<file path="src/rtl/pe_sched_pkg.sv">
// Shared types and constants for the PE stream scheduler.
package pe_sched_pkg;

    typedef enum logic [2:0] {
        ST_IDLE   = 3'd0,
        ST_CHECK  = 3'd1,
        ST_CONFIG = 3'd2,
        ST_STREAM = 3'd3,
        ST_DONE   = 3'd4
    } state_e;

    // Largest shape the reference network needs (AlexNet CONV1 row pass).
    localparam int W_MAX = 227;
    localparam int S_MAX = 11;
    localparam int F_MAX = 55;
    localparam int U_MAX = 4;
    localparam int N_MAX = 4;
    localparam int P_MAX = 16;
    localparam int Q_MAX = 4;

    // Filter and psum words each carry four packed values.
    localparam int WORDS_PER_PACK = 4;

endpackage

</file>
<file path="src/rtl/pe_stream_loader.sv">
// Streams `count` words from a 1-cycle-latency SRAM into a PE input FIFO,
// holding one word across FIFO backpressure.
module pe_stream_loader #(
    parameter int DATA_W = 16,
    parameter int ADDR_W = 12
) (
    input  logic              clk,
    input  logic              reset,
    input  logic              go,
    input  logic [ADDR_W:0]   count,
    output logic              rd_en,
    output logic [ADDR_W-1:0] rd_addr,
    input  logic [DATA_W-1:0] rd_data,
    output logic              push,
    output logic [DATA_W-1:0] push_data,
    input  logic              full,
    output logic              finished
);

    localparam int CNT_W = ADDR_W + 1;

    logic [CNT_W-1:0]  rem_q, rem_d;
    logic [ADDR_W-1:0] addr_q, addr_d;
    logic              inflight_q, inflight_d;
    logic              hold_vld_q, hold_vld_d;
    logic [DATA_W-1:0] hold_q, hold_d;

    // Issue a read only when the holding slot will be free when data lands.
    always_comb begin
        push       = hold_vld_q && !full;
        rd_en      = (rem_q != '0) && !inflight_q && (!hold_vld_q || push);
        rd_addr    = rd_en ? addr_q : '0;
        push_data  = hold_vld_q ? hold_q : '0;
        finished   = (rem_q == '0) && !inflight_q && !hold_vld_q;

        rem_d      = go ? count : rem_q - CNT_W'(rd_en);
        addr_d     = go ? '0 : addr_q + ADDR_W'(rd_en);
        inflight_d = rd_en;
        hold_vld_d = hold_vld_q;
        hold_d     = hold_q;
        if (inflight_q) begin
            hold_vld_d = 1'b1;
            hold_d     = rd_data;
        end else if (push) begin
            hold_vld_d = 1'b0;
            hold_d     = '0;
        end
    end

    // Loader state registers.
    always_ff @(posedge clk or negedge reset) begin
        if (!reset) begin
            rem_q      <= '0;
            addr_q     <= '0;
            inflight_q <= 1'b0;
            hold_vld_q <= 1'b0;
            hold_q     <= '0;
        end else begin
            rem_q      <= rem_d;
            addr_q     <= addr_d;
            inflight_q <= inflight_d;
            hold_vld_q <= hold_vld_d;
            hold_q     <= hold_d;
        end
    end

endmodule

</file>
<file path="src/rtl/pe_stream_scheduler.sv">
// Sequences one PE job: check shape, configure, stream ifmap/filter/ipsum
// from local SRAMs, drain opsum to the output SRAM, pulse done.
module pe_stream_scheduler
    import pe_sched_pkg::*;
#(
    parameter int DATA_WIDTH_IFMAP  = 16,
    parameter int DATA_WIDTH_FILTER = 64,
    parameter int DATA_WIDTH_PSUM   = 64,
    parameter int S_WIDTH           = 6,
    parameter int F_WIDTH           = 6,
    parameter int U_WIDTH           = 3,
    parameter int n_WIDTH           = 3,
    parameter int p_WIDTH           = 5,
    parameter int q_WIDTH           = 3,
    parameter int IFMAP_ADDR_WIDTH  = 12,
    parameter int FILTER_ADDR_WIDTH = 8,
    parameter int PSUM_ADDR_WIDTH   = 10
) (
    input  logic                         clk,
    input  logic                         reset,
    input  logic                         start,
    input  logic [S_WIDTH-1:0]           cfg_S,
    input  logic [F_WIDTH-1:0]           cfg_F,
    input  logic [U_WIDTH-1:0]           cfg_U,
    input  logic [n_WIDTH-1:0]           cfg_n,
    input  logic [p_WIDTH-1:0]           cfg_p,
    input  logic [q_WIDTH-1:0]           cfg_q,
    output logic                         busy_sched,
    output logic                         done,
    output logic                         cfg_error,
    output logic                         pe_enable,
    output logic                         pe_configure,
    output logic [S_WIDTH-1:0]           pe_S,
    output logic [F_WIDTH-1:0]           pe_F,
    output logic [U_WIDTH-1:0]           pe_U,
    output logic [n_WIDTH-1:0]           pe_n,
    output logic [p_WIDTH-1:0]           pe_p,
    output logic [q_WIDTH-1:0]           pe_q,
    output logic                         if_rd_en,
    output logic [IFMAP_ADDR_WIDTH-1:0]  if_rd_addr,
    input  logic [DATA_WIDTH_IFMAP-1:0]  if_rd_data,
    output logic                         flt_rd_en,
    output logic [FILTER_ADDR_WIDTH-1:0] flt_rd_addr,
    input  logic [DATA_WIDTH_FILTER-1:0] flt_rd_data,
    output logic                         ip_rd_en,
    output logic [PSUM_ADDR_WIDTH-1:0]   ip_rd_addr,
    input  logic [DATA_WIDTH_PSUM-1:0]   ip_rd_data,
    output logic                         push_ifmap,
    output logic [DATA_WIDTH_IFMAP-1:0]  ifmap,
    input  logic                         ifmap_fifo_full,
    output logic                         push_filter,
    output logic [DATA_WIDTH_FILTER-1:0] filter,
    input  logic                         filter_fifo_full,
    output logic                         push_ipsum,
    output logic [DATA_WIDTH_PSUM-1:0]   ipsum,
    input  logic                         ipsum_fifo_full,
    output logic                         pop_opsum,
    input  logic [DATA_WIDTH_PSUM-1:0]   opsum,
    input  logic                         opsum_fifo_empty,
    output logic                         op_wr_en,
    output logic [PSUM_ADDR_WIDTH-1:0]   op_wr_addr,
    output logic [DATA_WIDTH_PSUM-1:0]   op_wr_data
);

    localparam int IF_CAP  = 1 << IFMAP_ADDR_WIDTH;
    localparam int FLT_CAP = 1 << FILTER_ADDR_WIDTH;
    localparam int PS_CAP  = 1 << PSUM_ADDR_WIDTH;

    state_e                   state_q, state_d;
    logic [S_WIDTH-1:0]       s_q, s_d;
    logic [F_WIDTH-1:0]       f_q, f_d;
    logic [U_WIDTH-1:0]       u_q, u_d;
    logic [n_WIDTH-1:0]       n_q, n_d;
    logic [p_WIDTH-1:0]       p_q, p_d;
    logic [q_WIDTH-1:0]       q_q, q_d;
    logic                     cfg_error_q, cfg_error_d;
    logic [PSUM_ADDR_WIDTH:0] drained_q, drained_d;

    logic [9:0]  w_c;
    logic [15:0] n_if_c, n_flt_c, n_ps_c;
    logic        illegal_c, go, fin_if, fin_flt, fin_ip;

    // Word counts derived from the latched shape; stable for the whole job.
    always_comb begin
        w_c       = 10'((16'(f_q) - 16'd1) * 16'(u_q) + 16'(s_q));
        n_if_c    = 16'(16'(n_q) * 16'(w_c) * 16'(q_q));
        n_flt_c   = 16'(16'(p_q) * 16'(q_q) * 16'(s_q)) >> 2;
        n_ps_c    = 16'(16'(p_q) * 16'(n_q) * 16'(f_q)) >> 2;
        illegal_c = (s_q == '0) || (f_q == '0) || (u_q == '0) || (n_q == '0) ||
                    (p_q == '0) || (q_q == '0) || (p_q[1:0] != 2'b00) ||
                    (int'(n_if_c) > IF_CAP) || (int'(n_flt_c) > FLT_CAP) ||
                    (int'(n_ps_c) > PS_CAP);
    end

    // Static outputs decoded from the current state.
    always_comb begin
        busy_sched   = (state_q != ST_IDLE);
        pe_enable    = (state_q != ST_IDLE);
        done         = (state_q == ST_DONE);
        cfg_error    = cfg_error_q;
        pe_configure = (state_q == ST_CONFIG);
        go           = pe_configure;
        pe_S         = pe_configure ? s_q : '0;
        pe_F         = pe_configure ? f_q : '0;
        pe_U         = pe_configure ? u_q : '0;
        pe_n         = pe_configure ? n_q : '0;
        pe_p         = pe_configure ? p_q : '0;
        pe_q         = pe_configure ? q_q : '0;
        pop_opsum    = (state_q == ST_STREAM) && !opsum_fifo_empty &&
                       (drained_q < n_ps_c[PSUM_ADDR_WIDTH:0]);
        op_wr_en     = pop_opsum;
        op_wr_addr   = pop_opsum ? drained_q[PSUM_ADDR_WIDTH-1:0] : '0;
        op_wr_data   = pop_opsum ? opsum : '0;
    end

    // Next-state logic: shape latch, legality check, stream completion.
    always_comb begin
        state_d     = state_q;
        s_d         = s_q;
        f_d         = f_q;
        u_d         = u_q;
        n_d         = n_q;
        p_d         = p_q;
        q_d         = q_q;
        cfg_error_d = cfg_error_q;
        drained_d   = drained_q;
        case (state_q)
            ST_IDLE: if (start) begin
                state_d     = ST_CHECK;
                s_d         = cfg_S;
                f_d         = cfg_F;
                u_d         = cfg_U;
                n_d         = cfg_n;
                p_d         = cfg_p;
                q_d         = cfg_q;
                cfg_error_d = 1'b0;
            end
            ST_CHECK: begin
                if (illegal_c) begin
                    state_d     = ST_IDLE;
                    cfg_error_d = 1'b1;
                end else begin
                    state_d = ST_CONFIG;
                end
            end
            ST_CONFIG: begin
                state_d   = ST_STREAM;
                drained_d = '0;
            end
            ST_STREAM: begin
                if (pop_opsum) drained_d = drained_q + 1'b1;
                if (fin_if && fin_flt && fin_ip &&
                    (drained_q == n_ps_c[PSUM_ADDR_WIDTH:0]))
                    state_d = ST_DONE;
            end
            ST_DONE: state_d = ST_IDLE;
            default: state_d = ST_IDLE;
        endcase
    end

    // Scheduler state registers.
    always_ff @(posedge clk or negedge reset) begin
        if (!reset) begin
            state_q     <= ST_IDLE;
            s_q         <= '0;
            f_q         <= '0;
            u_q         <= '0;
            n_q         <= '0;
            p_q         <= '0;
            q_q         <= '0;
            cfg_error_q <= 1'b0;
            drained_q   <= '0;
        end else begin
            state_q     <= state_d;
            s_q         <= s_d;
            f_q         <= f_d;
            u_q         <= u_d;
            n_q         <= n_d;
            p_q         <= p_d;
            q_q         <= q_d;
            cfg_error_q <= cfg_error_d;
            drained_q   <= drained_d;
        end
    end

    pe_stream_loader #(.DATA_W(DATA_WIDTH_IFMAP), .ADDR_W(IFMAP_ADDR_WIDTH)) u_ld_if (
        .clk(clk), .reset(reset), .go(go), .count(n_if_c[IFMAP_ADDR_WIDTH:0]),
        .rd_en(if_rd_en), .rd_addr(if_rd_addr), .rd_data(if_rd_data),
        .push(push_ifmap), .push_data(ifmap), .full(ifmap_fifo_full), .finished(fin_if)
    );

    pe_stream_loader #(.DATA_W(DATA_WIDTH_FILTER), .ADDR_W(FILTER_ADDR_WIDTH)) u_ld_flt (
        .clk(clk), .reset(reset), .go(go), .count(n_flt_c[FILTER_ADDR_WIDTH:0]),
        .rd_en(flt_rd_en), .rd_addr(flt_rd_addr), .rd_data(flt_rd_data),
        .push(push_filter), .push_data(filter), .full(filter_fifo_full), .finished(fin_flt)
    );

    pe_stream_loader #(.DATA_W(DATA_WIDTH_PSUM), .ADDR_W(PSUM_ADDR_WIDTH)) u_ld_ip (
        .clk(clk), .reset(reset), .go(go), .count(n_ps_c[PSUM_ADDR_WIDTH:0]),
        .rd_en(ip_rd_en), .rd_addr(ip_rd_addr), .rd_data(ip_rd_data),
        .push(push_ipsum), .push_data(ipsum), .full(ipsum_fifo_full), .finished(fin_ip)
    );

endmodule

</file>
<file path="config.mk">
export PLATFORM = sky130hd
export DESIGN_NAME = pe_stream_scheduler
export DESIGN_NICKNAME = d
export VERILOG_FILES = /design/src/rtl/pe_sched_pkg.sv /design/src/rtl/pe_stream_loader.sv /design/src/rtl/pe_stream_scheduler.sv
export SDC_FILE = /design/constraint.sdc
export NUM_CORES = 1
export LEC_CHECK = 0
export CAP_MARGIN = 20
export CORE_AREA = 2 2 205 207
export CTS_BUF_LIST = sky130_fd_sc_hd__clkbuf_16
export DETAILED_ROUTE_END_ITERATION = 12
export DIE_AREA = 0 0 207 209
export PLACE_DENSITY_LB_ADDON = 0.08
export SLEW_MARGIN = 20
export SYNTH_ARGS = -nofsm -noshare
export SYNTH_HDL_FRONTEND = slang
export SYNTH_SLANG_ARGS = --single-unit
export TNS_END_PERCENT = 1
</file>
<file path="constraint.sdc">
create_clock -name clk -period 10.5 [get_ports clk]
set_input_delay 2.1 -clock clk [delete_from_list [all_inputs] [get_ports clk]]
set_output_delay 2.1 -clock clk [all_outputs]
set_load 0.02 [all_outputs]
</file>
; ---- After elaboration in Yosys (flattened, before gate mapping)
; Index checks and enable logic that the tools add are counted.
[word_totals]
ff_bits = 254
out_inout_bits = 287
elab_cells = 160
[classes]
eq_ne = 9
n_addsub = 9
mul = 7
n_lt_le_gt_ge = 4
n_reduce_logical = 66
n_mux = 41
[op_table]
columns = op, count
row1 = $mux W64, 7
row2 = $mux W16, 3
row3 = $mux W10, 3
row4 = $mul A8 B6 Y14, 2
row5 = $mux W12, 2
row6 = $mux W11, 2
row7 = $pmux W11 S2, 1
row8 = $logic_and A1 B1 Y1, 20
row9 = $gt A16 B13 Y1 const B, 1
row10 = $mul A13 B3 Y16, 1
row11 = $mul A5 B3 Y8, 2
row12 = $mux W8, 2
row13 = $mux W3, 5
row14 = $logic_not A13 Y1, 1
row15 = $mul A3 B10 Y13, 1
row16 = $mux W13, 1
row17 = $reduce_bool A13 Y1, 1
row18 = $sub A13 B1 Y13, 1
row19 = $add A12 B1 Y12, 1
row20 = $gt A12 B11 Y1 const B, 1
row21 = $gt A12 B9 Y1 const B, 1
row22 = $logic_not A3 Y1, 4
row23 = $logic_not A6 Y1, 2
row24 = $logic_or A1 B1 Y1, 12
row25 = other kinds (32), 59

; ---- Longest topological paths before layout
; Gate-level depths: netlist (run 1).
[logic_depth]
ltp_word = 12
ltp_mapped = 38
depth_no_buf = 36

; ---- Hierarchy
; A second synthesis (run 1) with hierarchy kept.
[unflattened]
hier_cells = 2323
hier_area_um2 = 19434.9
[by_module_without_submodules]
columns = module, area_per_inst_um2, n_inst, seq_area_each_um2, cells_each
row1 = pe_stream_scheduler, 9147.5, 1, 1026.0, 1139
row2 = pe_stream_loader (u_ld_ip), 4155.2, 1, 2177.1, 482
row3 = pe_stream_loader (u_ld_flt), 3917.5, 1, 2077.0, 455
row4 = pe_stream_loader (u_ld_if), 2214.6, 1, 1076.0, 247

; ---- Worst setup path before layout (run 1)
; No wires, ideal clock.
[synth_timing]
path_type = register to output
from = register n_q[2]
to = output op_wr_data[56]
t_arrival_ns = 6.882
required_ns = 8.400
path_buffers = 3
stages_incl_launch_ff = 28
setup_slack_ns = 1.518
path_cell_list = dfrtp_1 > clkbuf_1 > nand2_1 > fa_1 > inv_1 > ha_1 > fa_1 > a21oi_1 > nor2_1 > nor2_1 > xnor2_1 > nand2_1 > fa_1 > fa_1 > inv_1 > fa_1 > ha_1 > o21a_1 > a211oi_1 > nor2_1 > xnor2_1 > ha_1 > a21o_1 > a21oi_1 > o221a_2 > clkbuf_1 > clkbuf_1 > and2_1
[synth_between]
elab_chain_len = 5
[synth_rtl]
columns = item, line_no
row1 = from (decl), pe_stream_scheduler.sv:73  ; logic [n_WIDTH-1:0] n_q, n_d;
row2 = from (signal assigned), pe_stream_scheduler.sv:178  ; n_q <= n_d;
row3 = $mul A5 B3 Y8, pe_stream_scheduler.sv:88  ; n_ps_c = 16'(16'(p_q) * 16'(n_q) * 16'(f_q)) >> 2;
row4 = $mul A8 B6 Y14, pe_stream_scheduler.sv:88
row5 = $lt A11 B11 Y1, pe_stream_scheduler.sv:110  ; (drained_q < n_ps_c[PSUM_ADDR_WIDTH:0]);
row6 = $logic_and A1 B1 Y1, pe_stream_scheduler.sv:109  ; pop_opsum = (state_q == ST_STREAM) && !opsum_fifo_empty &&
row7 = named net op_wr_en, pe_stream_scheduler.sv:60  ; output logic op_wr_en,
row8 = $mux W64, pe_stream_scheduler.sv:113  ; op_wr_data = pop_opsum ? opsum : '0;
row9 = to (decl), pe_stream_scheduler.sv:62  ; output logic [DATA_WIDTH_PSUM-1:0] op_wr_data
; The timed path passes the listed nets, and every way through them passes these cells.

; ---- Worst setup path after layout (run 1)
[layout_timing]
from = register p_q[2]
to = output op_wr_data[23]
[layout_between]
elab_chain_len = 5
[layout_rtl]
columns = item, line_no
row1 = from (decl), pe_stream_scheduler.sv:74  ; logic [p_WIDTH-1:0] p_q, p_d;
row2 = from (signal assigned), pe_stream_scheduler.sv:179  ; p_q <= p_d;
row3 = $mul A5 B3 Y8, pe_stream_scheduler.sv:88
row4 = $mul A8 B6 Y14, pe_stream_scheduler.sv:88
row5 = $lt A11 B11 Y1, pe_stream_scheduler.sv:110
row6 = $logic_and A1 B1 Y1, pe_stream_scheduler.sv:109
row7 = $mux W64, pe_stream_scheduler.sv:113
; No other way between the ends.

==> impl_metrics.ini, run 1 <==
[run_status]
status = finished clean

[global_route]
grt_first_pass_wirelength_mm = 91.9
gr-usage-met2_pct = 43.1
met1_usage_pct = 34.6
grt_busiest_layer = met2
antenna_found_initial = 6
track_usage_pct = 25.9
grt_max_degree = 131
met3_usage_pct = 4.21
grt_pass1_vias = 17100
overflow = 0

[synth]
synth_nets = 2743
yosysWarnings = 0
ys_ff_latch = 254
synth_flop_cell = dfrtp_1
yosys.cell_types.count = 67
synthTopCellsByArea = dfrtp_1 33%, nand2_1 9.5%, and2_1 9.5%
synthTopCellsByCount = 486 x nand2_1, 290 x and2_1, 254 x dfrtp_1
synth_cells = 2281
ys_seq_area_share_pct = 33.2
synth_edf_count = 0
yosysTopAreaCell = dfrtp_1
yosysMostFrequentCell = nand2_1
avgSynthCellArea_um2 = 8.39
syn_area_um2 = 19100
synthArstFlopShare_pct = 100
yosysTopAreaCellShare_pct = 33.2

[timing]
fin_skew_ns = 0.00940
min_period_over_period_pct = 95.5
drv_slew = 0
hold_viol = 0
worstMarginPinSlew_ns = 0.996
clock.fmax_mhz = 99.7
hold_slack_ns = 0.522
max_slew_margin_pct = 33.6
setup_viol = 0
period_minus_slack_ns = 10.03

[floorplan]
core_area_um2 = 41300
rows = 75
initial_core_util_pct = 46.3
die-width_um = 207
boundaryPins = 528
die_y_um = 209
dieArea_um2 = 43300

[final_layout]
stdcell_count = 3293
layout-drive-gt1-share_pct = 3.93
fin_util_pct = 62.3
design_area_um2 = 25700
syn2layout_area_growth_pct = 34.3
nets = 3189

[clock_network]
cts_made_buffers = 30
clk_latency_ns = 0.57
cts_root_buffer = clkbuf_16
clock_sinks = 254
clockBufferDepth = 3
h-tree-depth = 1
cts_tree = built
clk_pin_slew_ns = 0.06
holdBufCountCts = 0

[setup_path]
critPathArrivalTime_ns = 7.93
critPathKind = flip-flop to output pin
crit_top_cell = fa_1
worst_path_largest_cell_delay_ns = 0.62
crit_fanout = 88
cp.required_ns = 8.40
worstSetupStartpointType = flip-flop
end_kind = output pin
crit_slowest_cell = clkdlybuf4s50_1

[run]
max_cap_violations = 0

[drt]
via_count = 17000
dr.first_iter.drc_count = 1075
drtPass1Iterations = 5
drc_errors = 0
wirelength_mm = 57.2
ant_nets = 0
via_per_inst = 5.18
wl_per_cell_um = 17.4

[min_path]
hold_path_class = flip-flop to flip-flop

[placed_design]
dp_cells = 3231
hpwl_mm = 42.6
port_buffers = 527
routabilityCongestion = 0.864
placed_area_um2 = 24700
## sequential cells by signal, summed over array words and instances, names as in the netlist, 3 cells and up
signal	flops
s_q	6
drained_q	11
state_q	3
q_q	3
u_ld_if.hold_q	16
u_ld_ip.rem_q	11
n_q	3
f_q	6
u_ld_if.rem_q	13
p_q	5
u_ld_flt.addr_q	8
u_ld_flt.rem_q	9
u_ld_ip.addr_q	10
u_ld_flt.hold_q	64
u_q	3
u_ld_ip.hold_q	64
u_ld_if.addr_q	12
## worst max-delay path: cells and delay by family (launching register included)
family | cells | cell delay [ns]
fa+ha+maj | 8 | 3.30
compound gates | 6 | 1.27
buf+inv | 4 | 0.97
simple gates | 6 | 0.76
flops | 1 | 0.56
xor+xnor | 2 | 0.47
## final cells by class
cell class	instances	area, um^2
Fill cell	3636	15600
Multi-Input combinational cell	1723	11600
Sequential cell	254	6370
Timing Repair Buffer	543	5440
Clock buffer	30	751
Tap cell	539	674
Inverter	175	657
Clock inverter	25	174
Antenna cell	4	10.0
## path summary, 6_finish.rpt
path	slack, ns	to	startpoint	cells past startpoint
max in group asynchronous	7.38	n_q[1]	reset	2
setup / recovery	0.47	op_wr_data[23]	p_q[2]	26
hold / removal	0.52	u_ld_if.hold_q[8]	u_ld_if.hold_q[8]	2
hold reg to reg	0.52	u_ld_if.hold_q[8]	u_ld_if.hold_q[8]	2
setup reg to reg	1.18	cfg_error	f_q[0]	34
min in group asynchronous	1.63	u_ld_flt.hold_q[18]	reset	1
## per-stage QoR
stage	setup slack, ns	setup TNS, ns
floorplan	1.52	0
global placement	0.784	0
detailed placement	0.491	0
CTS	0.0217	0
global route	-0.00745	-0.00807
finish	0.468	0
## cells by family (layout without fill, tap and decap cells)
| group | after synthesis | in the layout | share of synthesized area, % |
|---|---|---|---|
| simple gates | 1059 | 1059 | 27.2 |
| compound gates | 324 | 324 | 9.62 |
| buf+inv | 304 | 773 | 6.22 |
| flops | 254 | 254 | 33.2 |
| fa+ha+maj | 221 | 221 | 18.0 |
| xor+xnor | 98 | 98 | 4.49 |
| mux | 21 | 21 | 1.24 |
| other cells | 0 | 4 | 0 |
## timing repair
action	CTS	global route
pin swaps	0	0
setup endpoints to repair	76	76
gates resized for setup	3	10
setup buffers	0	2
## layer usage
layer  wire [um]  vias up
met5          26        -
met4        1920        4
met3        3160      111
met2       27200      514
met1       24900     8157
li1            -     8262
## cells in the final DEF (no fill, tap or decap), types with 5 or more instances in the layout
| master | synthesis | routed |
|---|---|---|
| a21o_1 | 16 | 16 |
| clkinv_1 | 0 | 8 |
| buf_4 | 2 | 12 |
| mux2_2 | 21 | 21 |
| and3_1 | 46 | 46 |
| nand2b_1 | 17 | 15 |
| xnor2_1 | 50 | 49 |
| clkinv_2 | 0 | 6 |
| nor2b_1 | 17 | 17 |
| nor2_1 | 79 | 79 |
| inv_1 | 175 | 180 |
| nor3_1 | 23 | 23 |
| nand3_1 | 35 | 35 |
| ha_1 | 131 | 131 |
| nand2_1 | 486 | 485 |
| nor4_1 | 13 | 13 |
| o21ai_1 | 12 | 12 |
| or3_1 | 5 | 5 |
| a31oi_1 | 6 | 5 |
| clkdlybuf4s50_1 | 0 | 526 |
| fa_1 | 90 | 90 |
| xor2_1 | 48 | 47 |
| dfrtp_1 | 254 | 248 |
| and2_1 | 290 | 290 |
| clkbuf_16 | 0 | 30 |
| a21oi_1 | 43 | 43 |
| a211oi_1 | 7 | 6 |
| o21ai_0 | 191 | 191 |
| and4_1 | 5 | 5 |
| o211ai_1 | 11 | 11 |
| nand4_1 | 16 | 16 |
| o21bai_1 | 10 | 10 |
Power of run 1 is left out: the tool's default activity adds up to more than one toggle a clock period on the data nets, which glitch-free logic cannot reach.
==> run 2: changes to the inputs <==
ABC_CLOCK_PERIOD_IN_PS = 10500   (was default)
SLEW_MARGIN = 10   (was 20)
==> run 2 against run 1 <==
Fmax increased by 0.42%. Wire length up 0.44%. First-iteration DRC count did not move. Flip-flop and latch count stayed put. Via count grew 0.79%. Final cell count about the same. Critical path depth grew 1. Design area grew 0.18%. Critical endpoint is now op_wr_data[24].
==> impl_metrics.ini, run 2 (synthesized netlist as in run 1, its figures left out) <==
[setup_path]
end_kind = output pin
critPathKind = flip-flop to output pin
worstSetupStartpointType = flip-flop
worst_path_largest_cell_delay_ns = 0.61
crit_fanout = 44
cp.required_ns = 8.40
crit_slowest_cell = clkdlybuf4s50_1
critPathArrivalTime_ns = 7.89
crit_top_cell = fa_1

[placed_design]
dp_slack_ns = 0.525
port_buffers = 527
hpwl_mm = 42.7
routabilityCongestion = 0.864

[clock_network]
cts_made_buffers = 30
clockBufferDepth = 3
cts_root_buffer = clkbuf_16
h-tree-depth = 1
cts_tree = built
clk_pin_slew_ns = 0.06
clock_sinks = 254
clk_latency_ns = 0.57

[floorplan]
die-width_um = 207
boundaryPins = 528
initial_core_util_pct = 46.3
dieArea_um2 = 43300
core_area_um2 = 41300
rows = 75
die_y_um = 209

[timing]
clock.fmax_mhz = 100
worstMarginPinSlew_ns = 0.960
fin_setup_tns_ns = 0
setup_viol = 0
min_period_over_period_pct = 95.2
hold_viol = 0
drv_slew = 0
fin_skew_ns = 0.0141
rsz0062_at_grt = false
max_slew_margin_pct = 36.0
period_minus_slack_ns = 9.99
fin_ws_ns = 0.509

[drt]
wirelength_mm = 57.4
drc_errors = 0
dr.first_iter.drc_count = 1075
via_per_inst = 5.21
drtPass1Iterations = 5
wl_per_cell_um = 17.4
via_count = 17200
ant_nets = 0

[global_route]
antenna_found_initial = 5
overflow = 0
grt_first_pass_wirelength_mm = 91.9
track_usage_pct = 25.9
grt_max_degree = 131
grt_pass1_vias = 17100

[final_layout]
final_common_cell = clkdlybuf4s50_1
nets = 3198
reg_top3 = u_ld_flt.hold_q (64), u_ld_ip.hold_q (64), u_ld_if.hold_q (16)
layout-drive-gt1-share_pct = 4.07
syn2layout_area_growth_pct = 34.6
mostFrequentLayoutCells = 526 x clkdlybuf4s50_1, 485 x nand2_1, 290 x and2_1

[run]
max_cap_violations = 0

[min_path]
hold_path_class = flip-flop to flip-flop

[run_status]
status = finished clean
[run 2: cell count changes in the layout (fill, tap and decap cells not counted), moves of 2 or more]
cell       change
clkinv_1       -4
dfrtp_2        +2
diode_2        -2
buf_6          -2
inv_1          +4
buf_16         +3
clkinv_2       -3
buf_4          +7
bufinv_16      -2
[run 2: through the flow]
| stage | hold slack (ns) | cell area (um^2) | cells | utilization (%) |
|---|---|---|---|---|
| after global placement | 0.509 | 24700 | 3231 | 59.7 |
| after CTS | 0.524 | 25600 | 3283 | 61.9 |
| final | 0.517 | 25800 | 3296 | 62.4 |
| after floorplan | 0.497 | 19100 | 2281 | - |
| after detailed placement | 0.515 | 24700 | 3232 | 59.8 |
| after global routing | 0.531 | 25800 | 3296 | 62.4 |
[run 2: area by class of cell]
class,count,area (um^2)
clock buffers,30,751
clock inverters,21,108
multi-input cells,1723,11600
fillers,3592,15500
inverters,175,657
well taps,539,674
repair buffers,552,5580
diodes,2,5.00
flip-flops and latches,254,6370
[run 2: what timing repair did]
item,4_1_cts,5_1_grt
hold buffers,0,0
resized for setup,2,10
cloned,0,1
setup endpoints to repair,74,76
setup buffers,0,6
[run 2: path summary, 6_finish.rpt]
check	slack [ns]	endpoint	startpoint	depth (start not counted)
max reg2reg	1.16	cfg_error	f_q[0]	34
min	0.52	u_ld_if.hold_q[3]	u_ld_if.hold_q[3]	2
min reg2reg	0.52	u_ld_if.hold_q[3]	u_ld_if.hold_q[3]	2
min in group asynchronous	1.61	u_ld_flt.hold_q[18]	reset	1
max	0.51	op_wr_data[24]	n_q[1]	27
max in group asynchronous	7.39	n_q[0]	reset	2
[run 2: critical path: cells and delay by family (launching register included)]
kind / cells / cell delay [ns]
XOR/XNOR: 2 / 0.66
AND/OR/NAND/NOR: 6 / 0.71
adder cells (fa/ha/maj): 8 / 3.30
AO/OA/AOI/OAI: 7 / 1.17
flip-flops: 1 / 0.49
buffers and inverters: 4 / 0.95
[run 2: metal layers]
metal	GRT usage, %	share of wire, %	vias up
met5	0	0.044	-
met4	7.07	2.6	4
met3	4.06	5.4	83
met2	43.4	48	512
met1	35.0	44	8308
li1	-	-	8276
Power of run 2 is left out for the same reason.
==> run 3: changes to the inputs <==
REMOVE_ABC_BUFFERS = 1   (was default)
==> run 3 against run 2 <==
Clock skew shrank 0.0030 ns. Die area is the same. Global-route usage grew 1.1 points. Sequential share of layout area is essentially flat. Register-to-register slack gained 0.17 ns. Hold slack lost 0.0045 ns. Wire length grew 3.8%. Non-clock buffer count shrank 4. Final cell count is essentially flat. Design area is essentially flat. Critical path depth shrank 2. Critical path type unchanged. Largest cell class unchanged.
==> impl_metrics.ini, run 3 (synthesized netlist as in run 1, its figures left out) <==
[setup_path]
worstSetupStartpointType = flip-flop
end_kind = output pin
crit_fanout = 88
critPathKind = flip-flop to output pin
critPathArrivalTime_ns = 7.85
cp.required_ns = 8.40
rr_worst_depth = 34

[clock_network]
post_cts_buffers = 0
clock_sinks = 254
h-tree-depth = 1
clk_pin_slew_ns = 0.06
cts_made_buffers = 31
clockBufferDepth = 3
cts_root_buffer = clkbuf_16
clk_latency_ns = 0.59
cts_tree = built

[drt]
wl_per_cell_um = 18.1
ant_nets = 0
drtPass1Iterations = 5
drc_errors = 0
dr.first_iter.drc_count = 1275
via_count = 17000
via_per_inst = 5.17
wirelength_mm = 59.6

[floorplan]
dieArea_um2 = 43300
die_y_um = 209
core_area_um2 = 41300
die-width_um = 207
rows = 75
boundaryPins = 528
initial_core_util_pct = 46.3

[timing]
max_slew_margin_pct = 29.0
clock.fmax_mhz = 100
fin_setup_tns_ns = 0
setup_viol = 0
period_minus_slack_ns = 9.95
min_period_over_period_pct = 94.8
fin_skew_ns = 0.0111
rsz0062_at_grt = false
drv_slew = 0
worstMarginPinSlew_ns = 1.07
hold_viol = 0

[final_layout]
mostFrequentLayoutCells = 526 x clkdlybuf4s50_1, 485 x nand2_1, 290 x and2_1
final_common_cell = clkdlybuf4s50_1
nets = 3195
reg_top3 = u_ld_flt.hold_q (64), u_ld_ip.hold_q (64), u_ld_if.hold_q (16)
syn2layout_area_growth_pct = 34.6
layout-drive-gt1-share_pct = 4.10

[placed_design]
port_buffers = 527
hpwl_mm = 45.2
routabilityCongestion = 0.908

[min_path]
hold_path_class = flip-flop to flip-flop
min_path_cells = 1

[global_route]
grt_pass1_vias = 16700
grt_first_pass_wirelength_mm = 94.3
grt_max_degree = 130
antenna_found_initial = 2
track_usage_pct = 27.0
overflow = 0

[run]
max_cap_violations = 0

[run_status]
status = finished clean
-- run 3: repair_timing --
action                                  CTS  global route
gates resized for setup                   0            10
endpoints found under the setup margin    0            76
hold buffers                              0             0
-- run 3: routing by layer --
metal	wire length, um	part of all wire, %	track usage, %
met5	13	0.022	0
met4	1360	2.3	6.26
met3	2840	4.8	3.74
met2	29800	50	47.3
met1	25600	43	35.3
-- run 3: final timing paths --
| path | slack, ns | end | startpoint |
|---|---|---|---|
| hold reg to reg | 0.51 | u_ld_flt.hold_vld_q | u_ld_flt.hold_vld_q |
| setup reg to reg | 1.33 | cfg_error | f_q[0] |
| setup / recovery | 0.55 | op_wr_data[44] | n_q[0] |
| hold / removal | 0.51 | u_ld_flt.hold_vld_q | u_ld_flt.hold_vld_q |
| max in group asynchronous | 7.31 | u_ld_ip.hold_q[7] | reset |
| min in group asynchronous | 1.58 | s_q[2] | reset |
-- run 3: metrics by stage --
step           std cells  hold WS [ns]  util, %  setup WS (ns)  area (um^2)
2_1_floorplan       2152         0.497        -           1.64        18600
6_report            3295         0.513     62.4          0.546        25800
4_1_cts             3292         0.510     62.2         0.0847        25700
3_3_place_gp        3237         0.489     59.9          0.967        24700
5_1_grt             3295         0.543     62.4         0.0528        25800
3_5_place_dp        3237         0.497     59.9          0.770        24700
-- run 3: layout make-up --
class                           count  area (um^2)
Tap cell                          539          674
Timing Repair Buffer              548         5480
Clock inverter                     24          201
Clock buffer                       31          776
Multi-Input combinational cell   1723        11600
Sequential cell                   254         6370
Fill cell                        3604        15500
Antenna cell                        1         2.50
Inverter                          175          657
-- run 3: worst max-delay path, cell delays in order, from the launching register on --
cell and delay, ns:
dfrtp_2 0.58, nand2_1 0.13, fa_1 0.50, inv_1 0.04, ha_1 0.22, fa_1 0.40
xor2_1 0.36, and2_1 0.21, fa_1 0.41, inv_1 0.08, fa_1 0.44, fa_1 0.54
inv_1 0.04, ha_1 0.23, a211oi_1 0.32, o21ai_1 0.13, a211oi_1 0.27, o31ai_1 0.12
a21oi_1 0.19, xnor2_1 0.25, ha_1 0.33, nand4_1 0.14, o221a_2 0.24, buf_12 0.26
and2_1 0.18, clkdlybuf4s50_1 0.61
Power of run 3 is left out for the same reason.
